### config.mk
export PLATFORM = sky130hd
export DESIGN_NAME = packed_word_unpacker
export DESIGN_NICKNAME = d
export VERILOG_FILES = /design/src/rtl/packed_bus_pkg.sv /design/src/rtl/packed_sync_fifo.sv /design/src/rtl/packed_word_unpacker.sv
export SDC_FILE = /design/constraint.sdc
export NUM_CORES = 1
export LEC_CHECK = 0
export CORE_MARGIN = 2
export CORE_UTILIZATION = 40
export DETAILED_ROUTE_END_ITERATION = 16
export PLACE_DENSITY = 0.65
export SKIP_LAST_GASP = 1
export SYNTH_ARGS = -nofsm -noshare
export SYNTH_HDL_FRONTEND = slang
export SYNTH_SLANG_ARGS = --single-unit
### constraint.sdc
create_clock -name clk -period 3.7 [get_ports clk]
set_input_delay 0.37 -clock clk [delete_from_list [all_inputs] [get_ports clk]]
set_output_delay 0.37 -clock clk [all_outputs]
set_load 0.05 [all_outputs]
### src/rtl/packed_bus_pkg.sv
// ---------------------------------------------------------------------------
// packed_bus_pkg
//
// Shared definitions for both ends of the packed bus. The transmit side
// (packer) and the receive side (packed_word_unpacker) agree on the field
// layout through this package: a packed word is {hi, lo}, with lo in the
// least significant LO_W bits.
//
// Contents:
//   LO_W, HI_W, PACK_W  default field widths and total word width
//   pack_t              packed word type
//   lo_of / hi_of       extract a field from a packed word
//   pack                build a packed word from its two fields
// ---------------------------------------------------------------------------
package packed_bus_pkg;

    localparam int LO_W   = 8;
    localparam int HI_W   = 4;
    localparam int PACK_W = LO_W + HI_W;

    typedef logic [PACK_W-1:0] pack_t;

    // Low field: feeds consumer 1 on the receive side.
    function automatic logic [LO_W-1:0] lo_of(input pack_t word);
        return word[LO_W-1:0];
    endfunction

    // High field: feeds consumer 2 on the receive side.
    function automatic logic [HI_W-1:0] hi_of(input pack_t word);
        return word[PACK_W-1:LO_W];
    endfunction

    // Inverse of lo_of/hi_of, used by the transmit side.
    function automatic pack_t pack(input logic [HI_W-1:0] hi, input logic [LO_W-1:0] lo);
        return {hi, lo};
    endfunction

endpackage : packed_bus_pkg

### src/rtl/packed_sync_fifo.sv
// ---------------------------------------------------------------------------
// packed_sync_fifo
//
// Single-clock FIFO holding whole packed words. The head entry is presented
// combinationally from storage, so a word written at one edge is readable in
// the following cycle. There is no write-to-read bypass: a push into an empty
// FIFO only becomes visible after the edge that stores it.
//
// Parameters:
//   WIDTH  bits per entry
//   DEPTH  number of entries, power of two and at least 2
//
// Ports:
//   clk_i    rising-edge clock
//   rst_ni   asynchronous active-low reset; empties the FIFO and clears storage
//   push_i   write data_i at the tail (ignored while full)
//   data_i   word to write
//   pop_i    discard the head entry (ignored while empty)
//   head_o   oldest stored word
//   full_o   all DEPTH entries occupied
//   empty_o  no entries occupied
//   level_o  number of entries occupied
// ---------------------------------------------------------------------------
module packed_sync_fifo
    import packed_bus_pkg::*;
#(
    parameter  int WIDTH = PACK_W,
    parameter  int DEPTH = 2,
    localparam int PTR_W = (DEPTH > 1) ? $clog2(DEPTH) : 1,
    localparam int LVL_W = $clog2(DEPTH + 1)
) (
    input  logic             clk_i,
    input  logic             rst_ni,
    input  logic             push_i,
    input  logic [WIDTH-1:0] data_i,
    input  logic             pop_i,
    output logic [WIDTH-1:0] head_o,
    output logic             full_o,
    output logic             empty_o,
    output logic [LVL_W-1:0] level_o
);

    logic [WIDTH-1:0] mem_q [DEPTH];
    logic [PTR_W-1:0] wrPtr_q, wrPtr_d;
    logic [PTR_W-1:0] rdPtr_q, rdPtr_d;
    logic [LVL_W-1:0] count_q, count_d;

    logic pushOk;
    logic popOk;

    // Pointer advance with explicit wrap. DEPTH is a power of two so the
    // natural rollover would also work, but the explicit compare keeps the
    // intent obvious and stays correct if that restriction is ever relaxed.
    function automatic logic [PTR_W-1:0] nextPtr(input logic [PTR_W-1:0] ptr);
        if (ptr == PTR_W'(DEPTH - 1)) begin
            return '0;
        end
        return ptr + 1'b1;
    endfunction

    // Status flags come straight from the occupancy counter so full/empty
    // are unambiguous even when the two pointers are equal.
    assign full_o  = (count_q == LVL_W'(DEPTH));
    assign empty_o = (count_q == '0);
    assign level_o = count_q;
    assign head_o  = mem_q[rdPtr_q];

    // Guard the requests internally so a careless caller can never overrun
    // or underrun the storage.
    assign pushOk = push_i && !full_o;
    assign popOk  = pop_i && !empty_o;

    // Next-state for pointers and occupancy. A simultaneous push and pop
    // advances both pointers and leaves the count alone.
    always_comb begin
        wrPtr_d = wrPtr_q;
        rdPtr_d = rdPtr_q;
        count_d = count_q;
        if (pushOk) begin
            wrPtr_d = nextPtr(wrPtr_q);
        end
        if (popOk) begin
            rdPtr_d = nextPtr(rdPtr_q);
        end
        case ({pushOk, popOk})
            2'b10:   count_d = count_q + 1'b1;
            2'b01:   count_d = count_q - 1'b1;
            default: count_d = count_q;
        endcase
    end

    // Control state. Reset is asynchronous so an in-flight transfer is
    // abandoned the moment rst_ni falls.
    always_ff @(posedge clk_i or negedge rst_ni) begin
        if (!rst_ni) begin
            wrPtr_q <= '0;
            rdPtr_q <= '0;
            count_q <= '0;
        end else begin
            wrPtr_q <= wrPtr_d;
            rdPtr_q <= rdPtr_d;
            count_q <= count_d;
        end
    end

    // Storage. Entries are cleared on reset so the head reads as zero while
    // the FIFO is empty after reset.
    always_ff @(posedge clk_i or negedge rst_ni) begin
        if (!rst_ni) begin
            for (int i = 0; i < DEPTH; i++) begin
                mem_q[i] <= '0;
            end
        end else if (pushOk) begin
            mem_q[wrPtr_q] <= data_i;
        end
    end

endmodule : packed_sync_fifo

### src/rtl/packed_word_unpacker.sv
// ---------------------------------------------------------------------------
// packed_word_unpacker
//
// Receive end of the packed bus. Incoming {hi, lo} words are buffered in a
// small FIFO; the head word is then forked into two independent valid/ready
// streams, out1 carrying the lo field and out2 the hi field. Each consumer
// sees every word exactly once. A per-stream "taken" flag remembers that a
// consumer already accepted its half of the head word, so the faster
// consumer stalls with valid low until the slower one catches up, and only
// then is the head popped.
//
// Parameters:
//   LO_W   width of the low field / out1
//   HI_W   width of the high field / out2
//   DEPTH  FIFO entries, power of two and at least 2
//
// Ports:
//   clk         rising-edge clock
//   rst_n       asynchronous active-low reset
//   in_valid    producer has a packed word on in_data
//   in_ready    a word can be accepted this cycle (FIFO not full)
//   in_data     packed word {hi, lo}
//   out1_valid  low field of the head word is available
//   out1_ready  consumer 1 accepts
//   out1        low field of the head word
//   out2_valid  high field of the head word is available
//   out2_ready  consumer 2 accepts
//   out2        high field of the head word
//   level       number of words currently stored
// ---------------------------------------------------------------------------
module packed_word_unpacker #(
    parameter int LO_W  = packed_bus_pkg::LO_W,
    parameter int HI_W  = packed_bus_pkg::HI_W,
    parameter int DEPTH = 2
) (
    input  logic                       clk,
    input  logic                       rst_n,
    input  logic                       in_valid,
    output logic                       in_ready,
    input  logic [HI_W+LO_W-1:0]       in_data,
    output logic                       out1_valid,
    input  logic                       out1_ready,
    output logic [LO_W-1:0]            out1,
    output logic                       out2_valid,
    input  logic                       out2_ready,
    output logic [HI_W-1:0]            out2,
    output logic [$clog2(DEPTH+1)-1:0] level
);

    import packed_bus_pkg::*;

    localparam int WORD_W = HI_W + LO_W;
    localparam int LVL_W  = $clog2(DEPTH + 1);

    logic [WORD_W-1:0] headWord;
    logic              fifoFull;
    logic              fifoEmpty;
    logic              push;
    logic              pop;
    logic              fire1;
    logic              fire2;
    logic              taken1_q, taken1_d;
    logic              taken2_q, taken2_d;

    // Accept only on registered FIFO state: no bypass when full, even if
    // the head is leaving in the same cycle. This keeps in_ready free of any
    // dependency on the output-side readies.
    assign in_ready = !fifoFull;
    assign push     = in_valid && in_ready;

    packed_sync_fifo #(
        .WIDTH (WORD_W),
        .DEPTH (DEPTH)
    ) u_fifo (
        .clk_i   (clk),
        .rst_ni  (rst_n),
        .push_i  (push),
        .data_i  (in_data),
        .pop_i   (pop),
        .head_o  (headWord),
        .full_o  (fifoFull),
        .empty_o (fifoEmpty),
        .level_o (level)
    );

    // Split the head word. Both fields always come from the same head entry
    // so a word cannot be torn between the two consumers. The package helpers
    // are used when the widths match the shared bus layout; other widths
    // fall back to plain slicing of the same layout.
    generate
        if (LO_W == packed_bus_pkg::LO_W && HI_W == packed_bus_pkg::HI_W) begin : g_pkgSplit
            assign out1 = lo_of(pack_t'(headWord));
            assign out2 = hi_of(pack_t'(headWord));
        end else begin : g_sliceSplit
            assign out1 = headWord[LO_W-1:0];
            assign out2 = headWord[WORD_W-1:LO_W];
        end
    endgenerate

    // A stream is offered only while its half of the head has not been
    // taken yet, which is what guarantees exactly-once delivery per consumer.
    assign out1_valid = !fifoEmpty && !taken1_q;
    assign out2_valid = !fifoEmpty && !taken2_q;
    assign fire1      = out1_valid && out1_ready;
    assign fire2      = out2_valid && out2_ready;

    // The head leaves once both halves are accounted for, counting a half
    // that is being accepted right now as well as one taken earlier.
    assign pop = (taken1_q || fire1) && (taken2_q || fire2);

    // Taken-flag next state: cleared on pop so the new head starts fresh,
    // otherwise sticky once its stream fires.
    always_comb begin
        taken1_d = taken1_q;
        taken2_d = taken2_q;
        if (pop) begin
            taken1_d = 1'b0;
            taken2_d = 1'b0;
        end else begin
            taken1_d = taken1_q || fire1;
            taken2_d = taken2_q || fire2;
        end
    end

    // Taken-flag registers. Async reset discards any half-delivered word
    // together with the FIFO contents.
    always_ff @(posedge clk or negedge rst_n) begin
        if (!rst_n) begin
            taken1_q <= 1'b0;
            taken2_q <= 1'b0;
        end else begin
            taken1_q <= taken1_d;
            taken2_q <= taken2_d;
        end
    end

    // LVL_W is only used to document the level width; tie it to the port so
    // a mismatch between the two shows up at elaboration.
    logic [LVL_W-1:0] levelShadow;
    assign levelShadow = level;

    logic unusedSignals;
    assign unusedSignals = ^levelShadow;

endmodule : packed_word_unpacker

==> flow_summary.json <==
{
  "outcome": "completed",
  "crit_reg_reg_endpoint": "u_fifo.mem_q[12]$_DFFE_PN0P_",
  "synth_warnings": 0,
  "area.growth.synth_to_final_pct": 30.1,
  "via_count_of_the_first_global_routing_pass": 973,
  "post_cts.repair.setup_buffers": 0,
  "number_of_enable_type_register_cells_in_the_synthesized_netlist": 0,
  "overflow": 0,
  "timing.fmax_mhz": 400,
  "synth_area_leader_cell": "sky130_fd_sc_hd__dfrtp_1",
  "post_synth_num_cell_types": 17,
  "place_congestion": 0.668,
  "synthesis.nets": 108,
  "worst_pin_slew_ns": 0.582,
  "drt-vias-per-instance": 4.75,
  "setup_tns_ns": 0,
  "floorplan.die.height_um": 63.7,
  "clock-sinks": 30,
  "antenna_found_initial": 0,
  "postSynthRegisterBits": 30,
  "class_of_the_most_critical_hold_timing_path": "in2async",
  "max-clock-path-buffers": 2,
  "area_of_the_multi_input_gates_um2": 632,
  "cts_root_buffer": "sky130_fd_sc_hd__clkbuf_4",
  "fp.dieArea_um2": 4060,
  "finalSetupViolations": 0,
  "io_pins": 34,
  "postCtsResizedCells": 0,
  "synth_top_flop_cell": "sky130_fd_sc_hd__dfrtp_1",
  "syn_inst": 90,
  "htree_num_levels": 2,
  "vias": 831,
  "post-route-drc-count": 0,
  "worstSkewPairLatency_ns": 0.31,
  "cts.reportedPaths.clkPinSlew_ns": 0.10,
  "num_antenna_cells": 0,
  "design.core.area_um2": 3390,
  "detailed_place_hpwl_um": 1670,
  "final_antenna_net_count": 0,
  "tritoncts": "built",
  "reg2regPathDepth": 3,
  "netlist_area_um2": 1430,
  "yosysTopAreaCellShare": 0.526,
  "post_synth.cell_area_avg_um2": 15.9,
  "reg2reg_from": "u_fifo.level_o[0]$_DFFE_PN0P_",
  "maxSlewViolCount": 0,
  "drtIter0Drc": 14,
  "cap_viol_max_count": 0,
  "synth_sequential_area_ratio": 0.526,
  "wl_um": 2460,
  "start_util": 0.421,
  "synth.cells.most_frequent": "sky130_fd_sc_hd__dfrtp_1 (30), sky130_fd_sc_hd__mux2_4 (20), sky130_fd_sc_hd__mux2_2 (16)",
  "final.fill_count": 293,
  "gr-usage-all-layers": 0.143,
  "critPathArrivalTime_ns": 2.13,
  "required_ns": 3.33,
  "chipWidth_um": 63.7,
  "synth-async-reset-ratio": 1.00,
  "synth.area.top_cells": "sky130_fd_sc_hd__dfrtp_1 (53%), sky130_fd_sc_hd__mux2_4 (21%), sky130_fd_sc_hd__mux2_2 (13%), sky130_fd_sc_hd__buf_12 (2.8%), sky130_fd_sc_hd__xnor2_1 (1.8%)",
  "critical_path.max_fanout": 13,
  "drt-pass1-iter-count": 3,
  "cts_buffers": 5,
  "path_class": "reg2out",
  "finalWorstPathRequiredPeriod_ns": 2.50,
  "layout-drive-gt1-share": 0.372,
  "worst_clock_skew_ns": 0.0102,
  "cp-start-kind": "register",
  "setup_repair_after_global_routing_missed_its_margin": "false",
  "seq_area_um2": 751,
  "hold_viol_final": 0,
  "holdBufCountCts": 0,
  "fin_nets": 146,
  "yosys.cell_count.top_type": "sky130_fd_sc_hd__dfrtp_1",
  "reg2reg_slack_ns": 2.20,
  "portBuffers": 33,
  "max-slew-margin-rel": 0.612,
  "pin_count_of_the_biggest_net_entering_global_routing": 31,
  "rows": 21,
  "grt_pass1_wl_um": 4500,
  "period_share": 0.676,
  "endpoint_kind": "output pin",
  "routedWlPerCell_um": 14.1
}
sequential cells by signal (all words and copies together), names as in the netlist:
name	flops
taken2_q	1
u_fifo.rdPtr_q	1
u_fifo.mem_q	24
u_fifo.level_o	2
u_fifo.wrPtr_q	1
taken1_q	1
cells in the final DEF (no fill, tap or decap), types with 2 or more instances in the layout:
master,count
sky130_fd_sc_hd__clkbuf_4,5
sky130_fd_sc_hd__clkdlybuf4s50_1,33
sky130_fd_sc_hd__xnor2_1,3
sky130_fd_sc_hd__clkbuf_8,3
sky130_fd_sc_hd__nor2b_1,2
sky130_fd_sc_hd__dfrtp_1,30
sky130_fd_sc_hd__a21oi_1,2
sky130_fd_sc_hd__nor2_1,5
sky130_fd_sc_hd__mux2_4,20
sky130_fd_sc_hd__mux2_2,16
sky130_fd_sc_hd__xor2_1,2
critical path, cell delays in order (launching register included):
cell and delay, ns:
sky130_fd_sc_hd__dfrtp_1 0.72, sky130_fd_sc_hd__mux2_2 0.40, sky130_fd_sc_hd__clkdlybuf4s50_1 0.70
area by class of cell:
cell class                      count  area share
Clock buffer                        8      0.0425
Sequential cell                    30       0.404
Timing Repair Buffer               34       0.182
Tap cell                           46      0.0310
Multi-Input combinational cell     57       0.340
metal layers:
metal | vias to the layer above | wire length, um | track usage
met4 | 0 | 25 | 0.0571
met5 | - | 0 | 0
met1 | 407 | 1180 | 0.196
li1 | 393 | - | -
met2 | 27 | 1130 | 0.217
met3 | 4 | 121 | 0.0387
worst max-delay path by stage:
stage,end,startpoint,cells after the start
2_1_floorplan,out1_valid,u_fifo.level_o[0]$_DFFE_PN0P_,2
3_3_place_gp,out1[1],u_fifo.rdPtr_q$_DFFE_PN0P_,2
3_5_place_dp,out2[0],u_fifo.rdPtr_q$_DFFE_PN0P_,2
4_1_cts,out1[1],u_fifo.rdPtr_q$_DFFE_PN0P_,2
5_1_grt,out1[5],u_fifo.rdPtr_q$_DFFE_PN0P_,2
6_report,out1[1],u_fifo.rdPtr_q$_DFFE_PN0P_,2
cell families after synthesis:
group / share of synthesized area
XOR/XNOR: 0.0307
AND/OR/NAND/NOR: 0.0552
adder cells (fa/ha/maj): 0.00876
buffers and inverters: 0.0315
AO/OA/AOI/OAI: 0.0114
flip-flops: 0.526
multiplexers: 0.337
stage by stage:
step | util | cell area, um^2 | hold slack [ns] | std cells | setup WS, ns
after floorplan | - | 1430 | 0.0744 | 90 | 1.82
after global placement | 0.525 | 1780 | 0.477 | 167 | 1.50
after detailed placement | 0.525 | 1780 | 0.487 | 167 | 1.51
after CTS | 0.548 | 1860 | 0.443 | 175 | 1.14
after global routing | 0.548 | 1860 | 0.464 | 175 | 1.09
final | 0.548 | 1860 | 0.443 | 175 | 1.20
Power is not shown: default switching activity piles up to over one toggle a cycle in this logic, so the estimate is an artifact.
